--- src/rtl/fft_pkg.sv ---
// Shared types and helpers for the radix-4 FFT address sequencer.
// Provides the phase encoding and a base-4 digit reversal function.
package fft_pkg;

  typedef enum logic [1:0] {
    IDLE = 2'd0,
    LOAD = 2'd1,
    COMP = 2'd2,
    OUT  = 2'd3
  } phase_t;

  localparam int DIGIT_REV_MAX = 16;

  // Reverse the order of the lowest `digits` base-4 digits of val.
  function automatic logic [31:0] digit_rev(input logic [31:0] val, input int digits);
    logic [31:0] r;
    logic [31:0] v;
    r = '0;
    v = val;
    for (int i = 0; i < DIGIT_REV_MAX; i++) begin
      if (i < digits) begin
        r = {r[29:0], v[1:0]};
        v = v >> 2;
      end
    end
    return r;
  endfunction

endpackage

--- src/rtl/fft_addr_seq_if.sv ---
// Port bundle of the FFT address sequencer: control inputs and the
// registered per-bank address/status outputs.
interface fft_addr_seq_if
  import fft_pkg::*;
#(
  parameter int STAGES = 4,
  parameter int ADDR_W = 2 * STAGES,
  parameter int STG_W  = $clog2(STAGES) + 1
);

  logic              start;
  logic              en;
  logic              abort;
  phase_t            phase;
  logic [STG_W-1:0]  stage;
  logic [1:0]        sub;
  logic [ADDR_W-1:0] a_addr;
  logic [ADDR_W-1:0] b_addr;
  logic [ADDR_W-1:0] c_addr;
  logic [ADDR_W-1:0] d_addr;
  logic              valid;
  logic              last;
  logic              done;

  // Handshake: en is the consumer's ready; an output beat is transferred
  // on every rising edge where valid & en, and nothing moves while en=0.
  modport master (
    input  start, en, abort,
    output phase, stage, sub, a_addr, b_addr, c_addr, d_addr, valid, last, done
  );

  modport slave (
    output start, en, abort,
    input  phase, stage, sub, a_addr, b_addr, c_addr, d_addr, valid, last, done
  );

endinterface

--- src/rtl/fft_addr_map.sv ---
// Combinational (phase, stage, cnt) -> four bank addresses.
// Define FFT_ADDR_DIGIT_REV_EN to digit-reverse the LOAD addresses.
module fft_addr_map
  import fft_pkg::*;
#(
  parameter int STAGES = 4,
  parameter int ADDR_W = 2 * STAGES,
  parameter int STG_W  = $clog2(STAGES) + 1
) (
  input  phase_t            phase,
  input  logic [STG_W-1:0]  stage,
  input  logic [ADDR_W-1:0] cnt,
  output logic [ADDR_W-1:0] a_addr,
  output logic [ADDR_W-1:0] b_addr,
  output logic [ADDR_W-1:0] c_addr,
  output logic [ADDR_W-1:0] d_addr
);

  logic [ADDR_W-1:0] addr [4];
  logic [ADDR_W-1:0] bfly;
  logic [ADDR_W-1:0] load_addr;
  int                pos;

`ifdef FFT_ADDR_DIGIT_REV_EN
  logic [31:0] rev;
  always_comb begin
    rev       = digit_rev(32'(cnt), STAGES);
    load_addr = rev[ADDR_W-1:0];
  end
`else
  assign load_addr = cnt;
`endif

  always_comb begin
    bfly = cnt >> 2;
    pos  = STAGES - int'(stage);
    for (int j = 0; j < 4; j++) addr[j] = '0;
    case (phase)
      LOAD: for (int j = 0; j < 4; j++) addr[j] = load_addr;
      COMP: begin
        // Digits below pos come from the butterfly index unchanged; the bank
        // digit sits at pos and the remaining index digits move up by one.
        for (int j = 0; j < 4; j++) begin
          for (int k = 0; k < STAGES; k++) begin
            if (k < pos)       addr[j][2*k +: 2] = bfly[2*k +: 2];
            else if (k == pos) addr[j][2*k +: 2] = 2'(j);
            else               addr[j][2*k +: 2] = cnt[2*k +: 2];
          end
        end
      end
      OUT:  for (int j = 0; j < 4; j++) addr[j] = cnt;
      default: ;
    endcase
  end

  assign a_addr = addr[0];
  assign b_addr = addr[1];
  assign c_addr = addr[2];
  assign d_addr = addr[3];

endmodule

--- src/rtl/fft_addr_seq.sv ---
// Self-sequencing four-bank address generator for an in-place radix-4 FFT:
// LOAD, STAGES compute stages, OUT. LOAD order depends on FFT_ADDR_DIGIT_REV_EN.
module fft_addr_seq
  import fft_pkg::*;
#(
  parameter int STAGES = 4,
  parameter int ADDR_W = 2 * STAGES,
  parameter int STG_W  = $clog2(STAGES) + 1
) (
  input logic            clk,
  input logic            rst_n,
  fft_addr_seq_if.master bus
);

  phase_t            phase_q, phase_d;
  logic [STG_W-1:0]  stage_q, stage_d;
  logic [ADDR_W-1:0] cnt_q, cnt_d;
  logic              done_q, done_d;
  logic              cnt_end;

  logic [ADDR_W-1:0] a_q, b_q, c_q, d_q;
  logic [ADDR_W-1:0] a_d, b_d, c_d, d_d;
  logic              valid_q, valid_d;
  logic              last_q, last_d;

  assign cnt_end = (cnt_q == '1);

  always_comb begin
    phase_d = phase_q;
    stage_d = stage_q;
    cnt_d   = cnt_q;
    done_d  = done_q;
    if (bus.abort) begin
      phase_d = IDLE;
      stage_d = '0;
      cnt_d   = '0;
      done_d  = 1'b0;
    end else if (bus.en) begin
      done_d = 1'b0;
      case (phase_q)
        IDLE: begin
          if (bus.start) begin
            phase_d = LOAD;
            cnt_d   = '0;
          end
        end
        LOAD: begin
          if (cnt_end) begin
            phase_d = COMP;
            stage_d = STG_W'(1);
            cnt_d   = '0;
          end else begin
            cnt_d = cnt_q + ADDR_W'(1);
          end
        end
        COMP: begin
          if (cnt_end) begin
            cnt_d = '0;
            if (stage_q == STG_W'(STAGES)) begin
              phase_d = OUT;
              stage_d = '0;
            end else begin
              stage_d = stage_q + STG_W'(1);
            end
          end else begin
            cnt_d = cnt_q + ADDR_W'(1);
          end
        end
        OUT: begin
          if (cnt_end) begin
            phase_d = IDLE;
            cnt_d   = '0;
            done_d  = 1'b1;
          end else begin
            cnt_d = cnt_q + ADDR_W'(1);
          end
        end
        default: phase_d = IDLE;
      endcase
    end
  end

  // Addresses are mapped from the next state so they leave a register
  // in the same cycle as the phase/stage/count they belong to.
  fft_addr_map #(
    .STAGES(STAGES),
    .ADDR_W(ADDR_W),
    .STG_W (STG_W)
  ) u_map (
    .phase (phase_d),
    .stage (stage_d),
    .cnt   (cnt_d),
    .a_addr(a_d),
    .b_addr(b_d),
    .c_addr(c_d),
    .d_addr(d_d)
  );

  assign valid_d = (phase_d != IDLE);
  assign last_d  = (cnt_d == '1) && (phase_d != IDLE);

  always_ff @(posedge clk or negedge rst_n) begin
    if (!rst_n) begin
      phase_q <= IDLE;
      stage_q <= '0;
      cnt_q   <= '0;
      done_q  <= 1'b0;
      a_q     <= '0;
      b_q     <= '0;
      c_q     <= '0;
      d_q     <= '0;
      valid_q <= 1'b0;
      last_q  <= 1'b0;
    end else begin
      phase_q <= phase_d;
      stage_q <= stage_d;
      cnt_q   <= cnt_d;
      done_q  <= done_d;
      a_q     <= a_d;
      b_q     <= b_d;
      c_q     <= c_d;
      d_q     <= d_d;
      valid_q <= valid_d;
      last_q  <= last_d;
    end
  end

  assign bus.phase  = phase_q;
  assign bus.stage  = stage_q;
  assign bus.sub    = cnt_q[1:0];
  assign bus.a_addr = a_q;
  assign bus.b_addr = b_q;
  assign bus.c_addr = c_q;
  assign bus.d_addr = d_q;
  assign bus.valid  = valid_q;
  assign bus.last   = last_q;
  assign bus.done   = done_q;

endmodule

--- src/flat_wrapper.sv ---
// flat-port wrapper written by rule: the top's interface ports become plain ports
module fft_addr_seq_flat import fft_pkg::*;
#(
  parameter int STAGES = 4,
  parameter int ADDR_W = 2 * STAGES,
  parameter int STG_W  = $clog2(STAGES) + 1
)
  (clk, rst_n, bus_start, bus_en, bus_abort, bus_phase, bus_stage, bus_sub, bus_a_addr, bus_b_addr, bus_c_addr, bus_d_addr, bus_valid, bus_last, bus_done);
  fft_addr_seq_if #(.STAGES(STAGES), .ADDR_W(ADDR_W), .STG_W(STG_W)) bus_i ();
  input logic clk;
  input logic rst_n;
  input wire logic [$bits(bus_i.start)-1:0] bus_start;
  input wire logic [$bits(bus_i.en)-1:0] bus_en;
  input wire logic [$bits(bus_i.abort)-1:0] bus_abort;
  output wire logic [$bits(bus_i.phase)-1:0] bus_phase;
  output wire logic [$bits(bus_i.stage)-1:0] bus_stage;
  output wire logic [$bits(bus_i.sub)-1:0] bus_sub;
  output wire logic [$bits(bus_i.a_addr)-1:0] bus_a_addr;
  output wire logic [$bits(bus_i.b_addr)-1:0] bus_b_addr;
  output wire logic [$bits(bus_i.c_addr)-1:0] bus_c_addr;
  output wire logic [$bits(bus_i.d_addr)-1:0] bus_d_addr;
  output wire logic [$bits(bus_i.valid)-1:0] bus_valid;
  output wire logic [$bits(bus_i.last)-1:0] bus_last;
  output wire logic [$bits(bus_i.done)-1:0] bus_done;
  assign bus_i.start = bus_start;
  assign bus_i.en = bus_en;
  assign bus_i.abort = bus_abort;
  assign bus_phase = bus_i.phase;
  assign bus_stage = bus_i.stage;
  assign bus_sub = bus_i.sub;
  assign bus_a_addr = bus_i.a_addr;
  assign bus_b_addr = bus_i.b_addr;
  assign bus_c_addr = bus_i.c_addr;
  assign bus_d_addr = bus_i.d_addr;
  assign bus_valid = bus_i.valid;
  assign bus_last = bus_i.last;
  assign bus_done = bus_i.done;
  fft_addr_seq #(.STAGES(STAGES), .ADDR_W(ADDR_W), .STG_W(STG_W)) u_core (.clk(clk), .rst_n(rst_n), .bus(bus_i));
endmodule
--- config.mk ---
export PLATFORM = sky130hd
export DESIGN_NAME = fft_addr_seq_flat
export DESIGN_NICKNAME = d
export VERILOG_FILES = /design/src/rtl/fft_pkg.sv /design/src/rtl/fft_addr_seq_if.sv /design/src/rtl/fft_addr_map.sv /design/src/rtl/fft_addr_seq.sv /design/src/flat_wrapper.sv
export SDC_FILE = /design/constraint.sdc
export NUM_CORES = 1
export LEC_CHECK = 0
export ABC_CLOCK_PERIOD_IN_PS = 3350
export CORE_UTILIZATION = 45
export DETAILED_ROUTE_END_ITERATION = 12
export DONT_BUFFER_PORTS = 1
export GPL_TIMING_DRIVEN = 0
export SETUP_SLACK_MARGIN = 0.1
export SLEW_MARGIN = 15
export SYNTH_ARGS = -nofsm -noshare
export SYNTH_HDL_FRONTEND = slang
export SYNTH_SLANG_ARGS = --single-unit
--- constraint.sdc ---
create_clock -name clk -period 3.35 [get_ports clk]
set_input_delay 0.1675 -clock clk [delete_from_list [all_inputs] [get_ports clk]]
set_output_delay 0.1675 -clock clk [all_outputs]
set_load 0.1 [all_outputs]
After elaboration in Yosys (flattened, before gate mapping)
Cells that the tools add are included.
W data, S select, Z words.

operators by class
  add/sub/neg operators = 3
  magnitude comparators = 4
  equal/unequal tests = 12
  mux-type cells = 56
  reductions and logical operators = 7

operators with widths
  kind                   number
  $mux W2                39
  $pmux W32 S2           1
  $logic_not A32 Y1      1
  $mux W8                4
  $eq A8 B8 Y1 const B   2
  $pmux W8 S2            1
  $mux W3                5
  $add A8 B1 Y8 const B  1
  $eq A2 B2 Y1 const B   4
  $eq A3 B4 Y1 const A   2
  $lt A3 B4 Y1 const A   2
  $pmux W2 S4            1
  $pmux W3 S2            1
  $eq A2 B1 Y1 const B   2
  $eq A2 B4 Y1 const A   1
  $lt A1 B4 Y1 const A   1
  $lt A2 B4 Y1 const A   1
  $mux W1                4
  $reduce_bool A2 Y1     2
  $sub A3 B3 Y4 const A  1
  $add A3 B1 Y3 const B  1
  $eq A3 B3 Y1 const B   1
  $reduce_or A3 Y1       1
  $logic_not A2 Y1       1
  2 further kinds        2

word-level totals
  register bits = 48
  input bits = 5
  logic and storage cells = 92

Longest topological paths before layout
  depth in word-level cells = 11
  mapped depth = 13
  mapped depth without buffers = 13

By module
From an unflattened synthesis, not the netlist that was laid out.

second synthesis, totals
  cell total of the unflattened synthesis = 253
  area, all modules = 2,531.2 um2

by module, submodules not included
  module        instances  cells each  area each (um2)  seq. area each (um2)
  fft_addr_seq  1          157         1,914.3          1,201.2
  fft_addr_map  1          96          616.8            0.0

Worst setup path after synthesis
Ideal clock, no wire load.

  path kind = reg2reg
  start = register u_core.phase_q[0] (netlist: u_core.bus.phase[0])
  end = register u_core.a_q[3] (netlist: u_core.bus.a_addr[3])
  arrival time = 3.697 ns
  required time = 3.269 ns
  slack = -0.427 ns
  stages on the path, launching flop included = 11
  path buffers = 0
  cell sequence = dfrtp_1 -> inv_1 -> ha_1 -> nand2_1 -> or3_4 -> a221o_4 -> ha_1 -> nand2b_1 -> a221o_1 -> or4b_1 -> o211ai_2

between the ends
  cells in the longest elaborated chain, start to end = 9

ends and longest elaborated chain
  element                                                line                 RTL
  from (decl)                                            fft_addr_seq.sv:15   phase_t phase_q, phase_d;
  from (signal assigned)                                 fft_addr_seq.sv:115  phase_q <= phase_d;
  branches (longest 8 deep; another with $sub A3 B3 Y4)  n/a
  $pmux W32 S2 *                                         fft_addr_map.sv:38   case (phase)
  named net u_core.a_d[3]                                fft_addr_seq.sv:22   logic [ADDR_W-1:0] a_d, b_d, c_d, d_d;
  to (signal assigned)                                   fft_addr_seq.sv:108  a_q <= '0;
  to (signal assigned)                                   fft_addr_seq.sv:119  a_q <= a_d;
  to (decl)                                              fft_addr_seq.sv:21   logic [ADDR_W-1:0] a_q, b_q, c_q, d_q;

Mark *: on every way through the listed nets, which the timed path passes.
A chain may end at the register's enable or synchronous reset.

Worst setup path in the final report
  start = register u_core.phase_q[1] (netlist: u_core.bus.phase[1])
  end = register u_core.a_q[2] (netlist: u_core.bus.a_addr[2])

Same word-level chain as after synthesis.

==> results.py <==
metrics = {
    "sta": {
        "setup_viol_count_final": 0,
        "clock.fmax_ghz": 0.312,
        "min_period_over_period_pct": 95.7,
        "rsz0062_at_grt": "yes",
        "hold_ws_ns": 0.151,
        "worstMarginPinSlew_ns": 0.937,
        "finalHoldViolCount": 0,
        "max-slew-margin-rel_pct": 37.1,
        "fin_crit_ns": 3.21,
        "final_max_slew_viol_count": 0,
        "finalClockSkew_ns": 0.0112,
        "worst_slack_ns": 0.143,
    },
    "synth": {
        "async_flop_share_pct": 100,
        "synth-seq-area-share_pct": 40.0,
        "syn_avg_cell_area_sq_um": 9.27,
        "yosysTopAreaCell": "dfrtp_1",
        "synthFlopType": "dfrtp_1",
        "netlist-cell-type-count": 52,
        "synth_area_leaders": "dfrtp_1, buf_4, ha_1, a21oi_1, nor2_1",
        "yosys-top-cells-count": "dfrtp_1, buf_4, nor2_1",
        "syn_inst": 216,
        "synth_edf_count": 0,
        "yosysTopAreaCellShare_pct": 40.0,
        "synth_seq_cells": 32,
        "syn-num-nets": 231,
        "netlist_area_sq_um": 2000,
        "yosys_warnings": 0,
        "yosysMostFrequentCell": "dfrtp_1",
    },
    "route": {
        "drc_errors": 0,
        "vias": 1782,
        "vias_per_cell": 6.12,
        "first_iter_violations": 166,
        "first_pass_iters": 5,
        "drtAntennaViolNets": 0,
        "drt-total-wl_microns": 5230,
        "wl_per_cell_microns": 18.0,
    },
    "global_route": {
        "grt_pass1_wl_microns": 8250,
        "grt_overflow": 0,
        "grt.total_usage_pct": 24.4,
        "grt_max_degree": 33,
        "grt_pass1_vias": 1764,
        "antenna_found_initial": 0,
    },
    "critical_path": {
        "cp_top_family": "flip-flops",
        "slowest_delay_ns": 0.66,
        "cp_num_buf_inv": 3,
        "crit_fanout": 7,
        "arrival_ns": 3.37,
        "cp_cell_sequence": "inv_4 > ha_4 > nand2_4 > or3_4 > mux2_4 > nand2_4 > ha_4 > nand2b_4 > a221o_1 > buf_4 > buf_4 > a32o_1",
        "cp-start-kind": "flop",
        "crit_required_ns": 3.52,
        "endpoint_kind": "flop",
        "critPathKind": "flop to flop",
        "slowest_stage": "dfrtp_4",
    },
    "run": {
        "maxCapViolations": 0,
    },
    "pwr": {
        "leakage_uw": 0.00114,
        "power_density_nw_per_um2": 360,
        "power_uw": 880,
        "peakVddDrop_v": 0.000273,
    },
    "clocking": {
        "numCtsBuffers": 5,
        "root_buffer": "clkbuf_8",
        "numClockSinks": 32,
        "clock_latency_ns": 0.28,
        "clk_path_buf_depth": 2,
        "clk_pin_slew_ns": 0.08,
        "htreeDepth": 2,
        "cts_tree": "done",
    },
    "final_layout": {
        "syn2layout_area_growth_pct": 22.1,
        "utilization_pct": 59.0,
        "drive_gt1_share_pct": 33.2,
        "finalInstanceArea_sq_um": 2450,
        "diodes": 0,
        "nets": 255,
        "nFillCells": 360,
    },
    "placed_design": {
        "globalplace.congestion": 0.930,
        "dpl_cell_area_sq_um": 2080,
        "dp.final_hpwl_microns": 3540,
        "dpl_worst_slack_ns": -0.223,
        "portBuffers": 0,
    },
    "floorplanning": {
        "die_w_microns": 68.7,
        "dieArea_sq_um": 4720,
        "rows": 23,
        "coreArea_sq_um": 4140,
        "initial_core_util_pct": 48.3,
        "fp.dieH_microns": 68.7,
        "io_pins": 47,
    },
    "worst_hold_path": {
        "hp-class": "input port to flop",
    },
    "outcome": {
        "outcome": "finished, final reports clean",
    },
}
flip-flops by register name (all words and copies together) (netlist names):
register,count
u_core.bus.a_addr,8
u_core.bus.b_addr,4
u_core.bus.c_addr,4
u_core.bus.done,1
u_core.bus.last,1
u_core.bus.phase,2
u_core.bus.stage,3
u_core.bus.valid,1
u_core.cnt_q,8
final cells by class:
class	instances	area [sq um]	share of cell area, %
Multi-Input combinational cell	147	1100	44.8
Sequential cell	32	815	33.3
Buffer	22	153	6.24
Timing Repair Buffer	18	150	6.14
Clock buffer	6	72.6	2.97
Inverter	14	62.6	2.56
Tap cell	50	62.6	2.56
Clock inverter	2	35.0	1.43
where the power goes:
group          internal (uW)  leakage (uW)  switching [uW]
logic                   26.4      0.000649            63.7
clock network            221     0.0000552             145
registers                391      0.000436            33.7
total                    638       0.00114             243
stage by stage:
stage | std cells | TNS, ns
CTS | 285 | -0.00217
finish | 291 | 0
detailed placement | 266 | -1.43
global placement | 266 | -0.921
global route | 291 | 0
floorplan | 216 | 0
final timing paths:
| kind | start | end | slack, ns | cells past startpoint |
|---|---|---|---|---|
| worst max-delay path | u_core.bus.phase[1]$_DFF_PN0_ | u_core.bus.a_addr[2]$_DFF_PN0_ | 0.14 | 12 |
| worst min-delay path | bus_abort | u_core.cnt_q[0]$_DFF_PN0_ | 0.15 | 2 |
| worst max register to register | u_core.bus.phase[1]$_DFF_PN0_ | u_core.bus.a_addr[2]$_DFF_PN0_ | 0.14 | 12 |
| worst min register to register | u_core.cnt_q[7]$_DFF_PN0_ | u_core.cnt_q[7]$_DFF_PN0_ | 0.73 | 1 |
| max in group asynchronous | rst_n | u_core.bus.stage[0]$_DFF_PN0_ | 2.83 | 2 |
| min in group asynchronous | rst_n | u_core.bus.done$_DFFE_PN0P_ | 0.32 | 2 |
per-layer routing:
| layer | part of all wire (%) | global-route usage (%) | up-vias |
|---|---|---|---|
| met2 | 51 | 41.9 | 88 |
| met1 | 39 | 29.0 | 873 |
| met5 | 0 | 0 | - |
| met3 | 8.1 | 7.07 | 8 |
| met4 | 1.3 | 8.42 | 0 |
| li1 | - | - | 813 |
what timing repair did:
item / 4_1_cts / 5_1_grt
hold buffers: 2 / 0
buffers inserted: 9 / 7
endpoints found under the hold margin: 32 / 0
setup endpoints to repair: 15 / 17
pin swaps: 6 / 7
resized for setup: 17 / 8
kinds of logic (layout without fill, tap and decap cells):
group / count (synthesis) / count (layout) / synth area share [%]
multiplexers: 2 / 2 / 1.06
AND/OR/NAND/NOR: 67 / 67 / 18.4
flip-flops: 32 / 32 / 40.0
AO/OA/AOI/OAI: 68 / 68 / 23.7
buffers and inverters: 37 / 62 / 10.7
adder cells (fa/ha/maj): 10 / 10 / 6.25
placed cells by master, fill, tap and decap left out, types with 6 or more instances in the layout:
cell type,netlist,layout
ha_1,10,7
nand2_1,13,11
a21oi_1,15,14
nor2_1,18,16
o21ai_0,10,9
buf_4,18,34
nand2b_1,7,6
dfrtp_1,32,27
inv_1,13,11
Power figures use the tool's default switching activity.
